File: config.mk
export PLATFORM = sky130hd
export DESIGN_NAME = spi_lcd_tx
export DESIGN_NICKNAME = d
export VERILOG_FILES = /design/src/rtl/spi_lcd_pkg.sv /design/src/rtl/spi_clk_div.sv /design/src/rtl/spi_lcd_tx.sv
export SDC_FILE = /design/constraint.sdc
export NUM_CORES = 1
export LEC_CHECK = 0
export CORE_UTILIZATION = 30
export CTS_CLUSTER_DIAMETER = 120
export DETAILED_ROUTE_END_ITERATION = 12
export SETUP_SLACK_MARGIN = 0.2
export SLEW_MARGIN = 20
export SYNTH_ARGS = -nofsm -noshare
export SYNTH_HDL_FRONTEND = slang
export SYNTH_SLANG_ARGS = --single-unit
File: constraint.sdc
create_clock -name clk -period 2.7 [get_ports clk]
set_clock_uncertainty 0.2 [all_clocks]
set_input_delay 0.405 -clock clk [delete_from_list [all_inputs] [get_ports clk]]
set_output_delay 0.405 -clock clk [all_outputs]
set_load 0.005 [all_outputs]
File: src/rtl/spi_lcd_pkg.sv
// spi_lcd_pkg: shared FSM state type, mode constants and width helper for the LCD SPI transmitter
package spi_lcd_pkg;
  typedef enum logic [2:0] {IDLE, LEAD, SHIFT, TRAIL, GAP} state_t;
  localparam logic [1:0] MODE0 = 2'b00;
  localparam logic [1:0] MODE1 = 2'b01;
  localparam logic [1:0] MODE2 = 2'b10;
  localparam logic [1:0] MODE3 = 2'b11;
  function automatic int ecnt_w(input int data_w);
    return $clog2(2 * data_w + 1);
  endfunction
endpackage

File: src/rtl/spi_clk_div.sv
// spi_clk_div: half-period counter that ticks every div+1 enabled cycles
module spi_clk_div #(
  parameter int DIV_W = 8
) (
  input  logic             clk,
  input  logic             rst_n,
  input  logic             clr,
  input  logic             en,
  input  logic [DIV_W-1:0] div,
  output logic             tick
);
  logic [DIV_W-1:0] cnt;
  assign tick = en & (cnt == div);
  always_ff @(posedge clk or negedge rst_n)
    if (!rst_n) cnt <= '0;
    else if (clr | tick) cnt <= '0;
    else if (en) cnt <= cnt + 1'b1;
endmodule

File: src/rtl/spi_lcd_tx.sv
// spi_lcd_tx: parametrised SPI transmitter (width, bit order, divider, CPOL/CPHA) for the LCD pins
module spi_lcd_tx
  import spi_lcd_pkg::*;
#(
  parameter int DATA_W    = 8,
  parameter int DIV_W     = 8,
  parameter bit LSB_FIRST = 0
) (
  input  logic              clk,
  input  logic              rst_n,
  input  logic [DATA_W-1:0] tx_data,
  input  logic              tx_dc,
  input  logic              tx_valid,
  output logic              tx_ready,
  output logic              tx_done,
  input  logic [DIV_W-1:0]  div,
  input  logic              cpol,
  input  logic              cpha,
  output logic              sck,
  output logic              mosi,
  output logic              cs_n,
  output logic              dc
);
  localparam int EW = ecnt_w(DATA_W);
  localparam logic [EW-1:0] ELAST = EW'(2 * DATA_W - 1);
  state_t state, nstate;
  logic [EW-1:0] ecnt;
  logic [DATA_W-1:0] sreg;
  logic [DIV_W-1:0] div_l;
  logic cpha_l, tick, accept, present, fin;
  logic sck_d, mosi_d, cs_n_d;
  function automatic logic head(input logic [DATA_W-1:0] x);
    return LSB_FIRST ? x[0] : x[DATA_W-1];
  endfunction
  function automatic logic [DATA_W-1:0] shf(input logic [DATA_W-1:0] x);
    return LSB_FIRST ? x >> 1 : x << 1;
  endfunction
  assign tx_ready = state == IDLE;
  assign accept   = tx_valid & tx_ready;
  assign fin      = (state == TRAIL) & tick;
  // ecnt holds the index of the SCK edge about to happen; even index = leading edge
  assign present  = (state == SHIFT) & tick & (cpha_l ? ~ecnt[0] : ecnt[0] & (ecnt != ELAST));
  spi_clk_div #(.DIV_W(DIV_W)) u_div (
    .clk  (clk),
    .rst_n(rst_n),
    .clr  (accept),
    .en   (state != IDLE),
    .div  (div_l),
    .tick (tick)
  );
  always_ff @(posedge clk or negedge rst_n)
    if (!rst_n) state <= IDLE;
    else state <= nstate;
  always_comb begin
    nstate = state;
    case (state)
      IDLE:    nstate = accept ? LEAD : IDLE;
      LEAD:    nstate = tick ? SHIFT : LEAD;
      SHIFT:   nstate = (tick && ecnt == ELAST) ? TRAIL : SHIFT;
      TRAIL:   nstate = tick ? GAP : TRAIL;
      default: nstate = tick ? IDLE : GAP;
    endcase
  end
  always_comb begin
    sck_d  = (state == IDLE) ? cpol : ((state == SHIFT) & tick) ? ~sck : sck;
    mosi_d = accept ? (cpha ? 1'b0 : head(tx_data)) : present ? head(sreg) : fin ? 1'b0 : mosi;
    cs_n_d = accept ? 1'b0 : fin ? 1'b1 : cs_n;
  end
  always_ff @(posedge clk or negedge rst_n)
    if (!rst_n) begin
      sck     <= 1'b0;
      mosi    <= 1'b0;
      cs_n    <= 1'b1;
      dc      <= 1'b0;
      tx_done <= 1'b0;
    end else begin
      sck     <= sck_d;
      mosi    <= mosi_d;
      cs_n    <= cs_n_d;
      dc      <= accept ? tx_dc : dc;
      tx_done <= fin;
    end
  always_ff @(posedge clk or negedge rst_n)
    if (!rst_n) begin
      sreg   <= '0;
      ecnt   <= '0;
      div_l  <= '0;
      cpha_l <= 1'b0;
    end else begin
      sreg   <= accept ? (cpha ? tx_data : shf(tx_data)) : present ? shf(sreg) : sreg;
      ecnt   <= accept ? '0 : ((state == SHIFT) & tick) ? ecnt + 1'b1 : ecnt;
      div_l  <= accept ? div : div_l;
      cpha_l <= accept ? cpha : cpha_l;
    end
endmodule

==> out/summary.txt, run 1 <==
Die H: 83.1 um
met2 routed WL: 1420 um
clock root buffer: clkbuf_8
grt total ovfl: 0
CTS tree: done
largest net degree at the start of global routing: 39
Post-Syn Area: 1970 um^2
crit share post-route: 89.5%
top post-synthesis cells by area: dfrtp_1, mux2_2, xnor2_2
area growth from synthesis to layout: 23.5%
H-tree depth: 2
drt via density: 4.65
most frequent cells after synthesis: dfrtp_1, nand2_1, mux2_2
depth of the most critical reg-to-reg path: 9
Ant. Diodes: 0
EDFF count, synth: 0
vias: 1302
Synth top area share: 47.0%
Pleak: 1.03 nW
CTS Hold Bufs: 0
Residual DRC: 0
Worst Path Required: 2.10 ns
Setup CP Type: reg2out
Peak supply drop: 0.344 mV
Slew @ Worst Pin: 0.917 ns
PD cells: 904 nW/um^2
Num CTS Buffers: 5
Worst Hold Margin: 0.0175 ns
setup tns final: 0 ns
Flop pwr share: 43.6%
Synth Warn #: 0
register area share after synthesis: 48.3%
post-synth top area cell: dfrtp_1
combinational power share: 38.4%
most common cell in the synthesized netlist: dfrtp_1
cell count after synthesis: 170
Top Ports: 28
Switching Power: 0.763 mW
vias in the first global route: 1243
PortBufs: 27
syn avg cell area: 11.6 um^2
Synth Flop Type: dfrtp_1
PnR worst setup slack: 0.284 ns
synthesized net count: 195
Worst-Skew Late Latency: 0.29 ns
Netlist cell types: 38
initial core utilization: 31.1%
outcome: finished clean
P_int: 1.44 mW
final core occ: 38.4%
# rows: 29
setup violators final: 0
die area: 6900 um^2
sw frac: 34.6%
fraction of layout cells with a size suffix above 1: 20.7%
Arr. time, crit path: 1.81 ns
max_slew headroom: 38.3%
first-pass GRT wire length: 6010 um
Total Routing Usage GR: 10.9%
Worst-path clk slew: 0.07 ns
post-detailed-route wirelength per cell: 12.1 um
WL met1: 1750 um
Worst Setup SP: state[1]
top layer reached by signal wires: met4
critical path peak fanout: 6
DP Worst Slack: 0.303 ns
RePlAce Congestion: 0.752
detailed-router iteration count before antenna repair: 4
Clk pwr share: 18.0%
layout net count: 227
deepest clock path buffer count: 2
Min Clock Period, post-route: 2.42 ns
drt initial violations: 74
initial antenna violation count: 0
RSZ-0062 raised after global routing: false
Worst Hold Class: in2async
Die Width: 83.1 um
Reg-to-Reg End: sreg[3]
post-synthesis register bit count: 38
final count of pins violating max slew: 0
final wirelength: 3390 um
Reg2Reg Launch Point: ecnt[0]
final hold vios: 0
Core Area: 6350 um^2
highest clock rate: 0.414 GHz
HPWL after detailed placement: 2430 um
Final ANT Viol Nets: 0
Worst R2R Setup Slack: 0.32 ns
Setup crit end kind: primary output
Async S/R FF share, synth: 100%
WL met3: 168 um
clk sink count: 38
max_cap viols: 0
type of origin of the critical path: register
[final cells by class]
class                           count  area [um^2]
Multi-Input combinational cell    120          978
Timing Repair Buffer               30          292
Tap cell                           77         96.3
Inverter                            7         26.3
Sequential cell                    38          952
Clock buffer                        7         86.3
Fill cell                         633         3910
Clock inverter                      1         5.00
[critical path, cell delays in order (launching register included)]
cell	delay (ns)
dfrtp_1	0.46
or3_4	0.44
inv_2	0.12
clkdlybuf4s50_1	0.51
[worst max-delay path by stage]
stage / to / slack [ns]
6_report: tx_ready / 0.28
2_1_floorplan: sreg[2] / 0.33
3_3_place_gp: sreg[2] / 0.36
4_1_cts: tx_ready / 0.20
5_1_grt: sreg[3] / 0.20
3_5_place_dp: sreg[2] / 0.30
[timing repair]
item / 4_1_cts / 5_1_grt
endpoints found under the hold margin: 0 / 0
gates resized for setup: 0 / 2
setup buffers: 0 / 0
endpoints found under the setup margin: 0 / 6
[per-layer routing]
metal | vias to the layer above | track usage, %
met2 | 26 | 15.9
met3 | 5 | 3.38
li1 | 656 | -
met1 | 615 | 15.3
met5 | - | 0
met4 | 0 | 3.76
[kinds of logic after synthesis]
| family | count (synthesis) | share of synthesized area [%] |
|---|---|---|
| compound gates | 21 | 6.09 |
| mux | 25 | 13.8 |
| xor+xnor | 19 | 11.1 |
| flops | 38 | 48.3 |
| buf+inv | 12 | 2.35 |
| simple gates | 52 | 16.5 |
| fa+ha+maj | 3 | 1.90 |
[registers in the layout, summed over array words and instances, names as in the netlist, 3 cells and up]
name and flops:
ecnt 5, div_l 8, state 3, u_div.cnt 8, sreg 8
[metrics by stage]
step / std cells / power, mW / area (um^2)
after floorplan: 170 / 1.59 / 1970
after global placement: 272 / 1.81 / 2340
after detailed placement: 272 / 1.82 / 2340
after CTS: 280 / 2.23 / 2430
after global routing: 280 / 2.37 / 2440
final: 280 / 2.20 / 2440
[cells in the final DEF, fill, tap and decap left out, drive strengths merged, types with 4 or more instances in the layout]
master	n
mux2	17
inv	7
nor2	10
nand2	19
a21oi	5
nor4	4
xnor2	16
o21ai	10
mux2i	8
clkdlybuf4s50	26
clkbuf	7
dfrtp	37
buf	4
[power groups by stage]
| stage | clock network (mW) | logic (mW) | registers [mW] |
|---|---|---|---|
| 5_1_grt | 0.441 | 0.932 | 0.994 |
| 2_1_floorplan | 0 | 0.656 | 0.936 |
| 3_3_place_gp | 0 | 0.843 | 0.967 |
| 3_5_place_dp | 0 | 0.847 | 0.975 |
| 6_report | 0.397 | 0.846 | 0.959 |
| 4_1_cts | 0.412 | 0.853 | 0.962 |
No activity file was read; power rests on OpenSTA's default activity.
==> run 2: changes to the inputs <==
==> constraint.sdc (replaced) <==
create_clock -name clk -period 2.7 [get_ports clk]
set_clock_uncertainty 0.2 [all_clocks]
set_input_delay 0.405 -clock clk [delete_from_list [all_inputs] [get_ports clk]]
set_output_delay 0.405 -clock clk [all_outputs]
set_load 0.01 [all_outputs]
==> run 2 against run 1 <==
Net effect:
- clock power is essentially flat
- setup slack worse by 0.035 ns
- total power is 0.61% higher
- via count stayed put
- maximum frequency shrank 1.4%
- non-clock buffer count did not move
- sequential cell count did not move
==> out/summary.txt, run 2 (synthesis gave the netlist of run 1 again) <==
die area: 6900 um^2
Worst-path clk slew: 0.07 ns
deepest clock path buffer count: 2
PD cells: 909 nW/um^2
Post-Place Cells: 272
Top Ports: 28
clock root buffer: clkbuf_8
final non-filler cell total: 280
Worst R2R Setup Slack: 0.32 ns
P_int: 1.44 mW
grt total ovfl: 0
final core occ: 38.4%
Final ANT Viol Nets: 0
fraction of layout cells with a size suffix above 1: 21.2%
setup violators final: 0
Switching Power: 0.774 mW
post-CTS setup buffer count: 0
Peak supply drop: 0.353 mV
area post-placement: 2340 um^2
first-pass GRT wire length: 6010 um
detailed-router iteration count before antenna repair: 4
Worst Hold Class: in2async
Worst Path Required: 2.10 ns
RSZ-0062 raised after global routing: true
Pleak: 1.03 nW
# rows: 29
crit share post-route: 90.8%
Die H: 83.1 um
depth of the most critical reg-to-reg path: 9
initial antenna violation count: 0
Residual DRC: 0
CTS tree: done
drt via density: 4.65
CTS Hold Bufs: 0
RePlAce Congestion: 0.752
most common cell after layout, fill and taps aside: dfrtp_1
largest net degree at the start of global routing: 39
Ant. Diodes: 0
setup tns final: 0 ns
Arr. time, crit path: 1.85 ns
top flop regs: div_l: 8 flops, sreg: 8 flops, u_div.cnt: 8 flops
critical path peak fanout: 6
Clk pwr share: 17.9%
Total Routing Usage GR: 10.9%
vias in the first global route: 1243
drt initial violations: 74
final hold vios: 0
type of origin of the critical path: register
Setup CP Type: reg2out
max_cap viols: 0
Design Area, Final: 2440 um^2
HPWL after detailed placement: 2430 um
Num CTS Buffers: 5
Die Width: 83.1 um
Worst-Skew Late Latency: 0.29 ns
post-detailed-route wirelength per cell: 12.1 um
final count of pins violating max slew: 0
PortBufs: 27
max_slew headroom: 38.3%
highest clock rate: 0.408 GHz
Min Clock Period, post-route: 2.45 ns
Flop pwr share: 43.4%
most frequent cells in the layout: dfrtp_1, clkdlybuf4s50_1, nand2_1
area growth from synthesis to layout: 23.6%
H-tree depth: 2
sw frac: 35.0%
final wirelength: 3390 um
Power, Total: 2.21 mW
Slew @ Worst Pin: 0.917 ns
Setup crit end kind: primary output
outcome: finished clean
Core Area: 6350 um^2
combinational power share: 38.7%
layout net count: 227
initial core utilization: 31.1%
vias: 1302
clk sink count: 38
-- run 2: critical path, stage by stage (launching register included) --
cell and delay, ns:
dfrtp_1 0.46, or3_4 0.44, inv_2 0.12, clkdlybuf4s50_1 0.54
-- run 2: worst paths after layout --
check / start / endpoint
setup / recovery: state[1] / tx_ready
hold / removal: rst_n / div_l[0]
setup reg to reg: ecnt[0] / sreg[3]
hold reg to reg: state[2] / state[1]
max in group asynchronous: rst_n / state[2]
min in group clk: state[2] / state[1]
-- run 2: power by group through the flow --
stage,Combinational (mW),Sequential [mW],Clock [mW]
floorplan,0.658,0.945,0
finish,0.858,0.960,0.397
global placement,0.856,0.967,0
global route,0.944,0.995,0.441
CTS,0.871,0.963,0.412
detailed placement,0.859,0.975,0
-- run 2: area by class of cell --
cell class	instances	area, um^2
Clock buffer	7	86.3
Clock inverter	1	5.00
Fill cell	632	3910
Inverter	7	26.3
Multi-Input combinational cell	120	978
Sequential cell	38	953
Tap cell	77	96.3
Timing Repair Buffer	30	292
-- run 2: repair_timing --
item	in CTS	in global routing
setup endpoints to repair	1	6
hold endpoints to repair	0	0
resized for setup	1	2
pin swaps	0	0
-- run 2: per-layer routing --
layer,track usage (%),vias to the layer above,share of wire (%)
li1,-,656,-
met1,15.3,615,52
met3,3.38,5,5.0
met2,15.9,26,42
met5,0,-,0
met4,3.76,0,1.4
-- run 2: metrics by stage --
step | hold WS, ns | worst slack (ns)
finish | 0.0175 | 0.249
global route | 0.0907 | 0.182
CTS | 0.0581 | 0.236
detailed placement | 0.302 | 0.303
global placement | 0.294 | 0.362
floorplan | -0.0906 | 0.329
==> run 3: changes to the inputs <==
==> constraint.sdc (replaced) <==
create_clock -name clk -period 2.25 [get_ports clk]
set_clock_uncertainty 0.2 [all_clocks]
set_input_delay 0.3375 -clock clk [delete_from_list [all_inputs] [get_ports clk]]
set_output_delay 0.3375 -clock clk [all_outputs]
set_load 0.1 [all_outputs]
==> run 3 against run 2 <==
Net effect:
- worst hold slack improved by 0.30 ns
- via count rose by 4.9%
- die area did not move
- total power rose by 40%
- design area rose by 9.8%
- first-iteration DRC count fell by 34%
- critical endpoint is now sreg[7]
- non-clock buffer count rose by 13
- critical path depth rose by 7
- largest cell class unchanged
- sequential share of layout area fell by 3.5 points
==> out/summary.txt, run 3 (synthesis gave the netlist of run 1 again) <==
outcome: finished clean
setup violators final: 0
Die H: 83.1 um
Slew @ Worst Pin: 0.590 ns
initial antenna violation count: 0
RePlAce Congestion: 0.743
highest clock rate: 0.448 GHz
final hold vios: 0
Setup crit end kind: register
area post-placement: 2450 um^2
Design Area, Final: 2680 um^2
drt via density: 4.66
final count of pins violating max slew: 0
grt total ovfl: 0
Final ANT Viol Nets: 0
PD cells: 1160 nW/um^2
layout net count: 240
vias in the first global route: 1300
PortBufs: 27
Worst-Skew Late Latency: 0.29 ns
CP max stage delay: 0.41 ns
Top Ports: 28
deepest clock path buffer count: 2
storage element area: 953 um^2
critical path peak fanout: 4
Num CTS Buffers: 5
Worst-path clk slew: 0.08 ns
clock root buffer: clkbuf_8
Arr. time, crit path: 2.26 ns
Peak supply drop: 0.647 mV
detailed-router iteration count before antenna repair: 4
top flop regs: div_l: 8 flops, sreg: 8 flops, u_div.cnt: 8 flops
RSZ-0062 raised after global routing: true
final wirelength: 3840 um
die area: 6900 um^2
final non-filler cell total: 293
setup tns final: 0 ns
slowest stage cell, crit path: dfrtp_1
# rows: 29
Residual DRC: 0
Pleak: 1.16 nW
Min Clock Period, post-route: 2.23 ns
max_cap viols: 0
initial core utilization: 31.1%
largest net degree at the start of global routing: 39
H-tree depth: 2
crit share post-route: 99.2%
clk sink count: 38
most frequent cells in the layout: dfrtp_1, clkdlybuf4s50_1, nand2_1
most common cell after layout, fill and taps aside: dfrtp_1
vias: 1366
fillcell total: 602
area growth from synthesis to layout: 35.7%
Worst Hold Class: reg2reg
Core Area: 6350 um^2
Worst Path Required: 2.28 ns
crit-path cells: ha_2 > and3_4 > ha_4 > nor3b_2 > a21oi_2 > nor4_4 > buf_4 > clkbuf_16 > mux2_4 > o21ai_2
HPWL after detailed placement: 2570 um
Multi-input gate area: 1070 um^2
drt initial violations: 49
Total Routing Usage GR: 11.4%
max_slew headroom: 60.4%
post-detailed-route wirelength per cell: 13.1 um
CTS tree: done
Post-Place Cells: 277
Setup CP Type: reg2reg
type of origin of the critical path: register
fraction of layout cells with a size suffix above 1: 36.1%
Die Width: 83.1 um
Ant. Diodes: 0
first-pass GRT wire length: 6240 um
[run 3: area by class of cell]
type | count | share of cell area, %
clock buffer | 6 | 3.09
clock inverter | 2 | 0.468
inverter | 7 | 1.08
multi-input combinational | 120 | 40.2
sequential | 38 | 35.6
tap | 77 | 3.60
timing repair buffer | 43 | 16.0
[run 3: through the flow]
stage | utilization [%] | total power [mW] | hold slack [ns] | setup slack, ns
floorplan | - | 2.22 | -0.158 | -0.0437
global placement | 38.6 | 2.54 | 0.222 | 0.0386
detailed placement | 38.6 | 2.56 | 0.226 | 0.0449
CTS | 40.4 | 3.07 | 0.323 | 0.0158
global route | 42.1 | 3.29 | 0.344 | -0.0529
finish | 42.1 | 3.10 | 0.314 | 0.0178
[run 3: repair_timing]
action,in CTS,in global routing
buffers inserted,1,5
hold buffers,1,0
endpoints found under the setup margin,15,19
gates resized for setup,0,13
hold endpoints to repair,37,0
cloned,0,1
[run 3: worst paths after layout]
| path | slack, ns | from | cells after the start | end |
|---|---|---|---|---|
| max | 0.02 | ecnt[0] | 10 | sreg[7] |
| min | 0.31 | sreg[7] | 2 | mosi |
| max reg2reg | 0.02 | ecnt[0] | 10 | sreg[7] |
| min reg2reg | 0.31 | sreg[7] | 2 | mosi |
| max in group asynchronous | 1.05 | rst_n | 3 | state[1] |
| min in group asynchronous | 0.42 | rst_n | 3 | sreg[3] |
[run 3: worst max-delay path: cells and delay by family (launching register included)]
family	cells	cell delay, ns
muxes	1	0.29
DFF	1	0.41
adders and majority gates	2	0.34
AOI/OAI and AO/OA	2	0.12
and+or+nand+nor	3	0.48
buffers and inverters	2	0.32
[run 3: power breakdown]
| part | total [mW] | internal [mW] | switching [mW] |
|---|---|---|---|
| registers | 1.16 | 0.932 | 0.230 |
| logic | 1.45 | 0.658 | 0.790 |
| clock network | 0.491 | 0.246 | 0.244 |
[run 3: per-layer routing]
layer	wire [um]	up-vias	share of wire [%]	track usage (%)
met3	156	4	4.1	2.88
met5	0	-	0	0
met2	1770	32	46	16.3
li1	-	680	-	-
met4	22	0	0.57	3.92
met1	1890	650	49	16.7
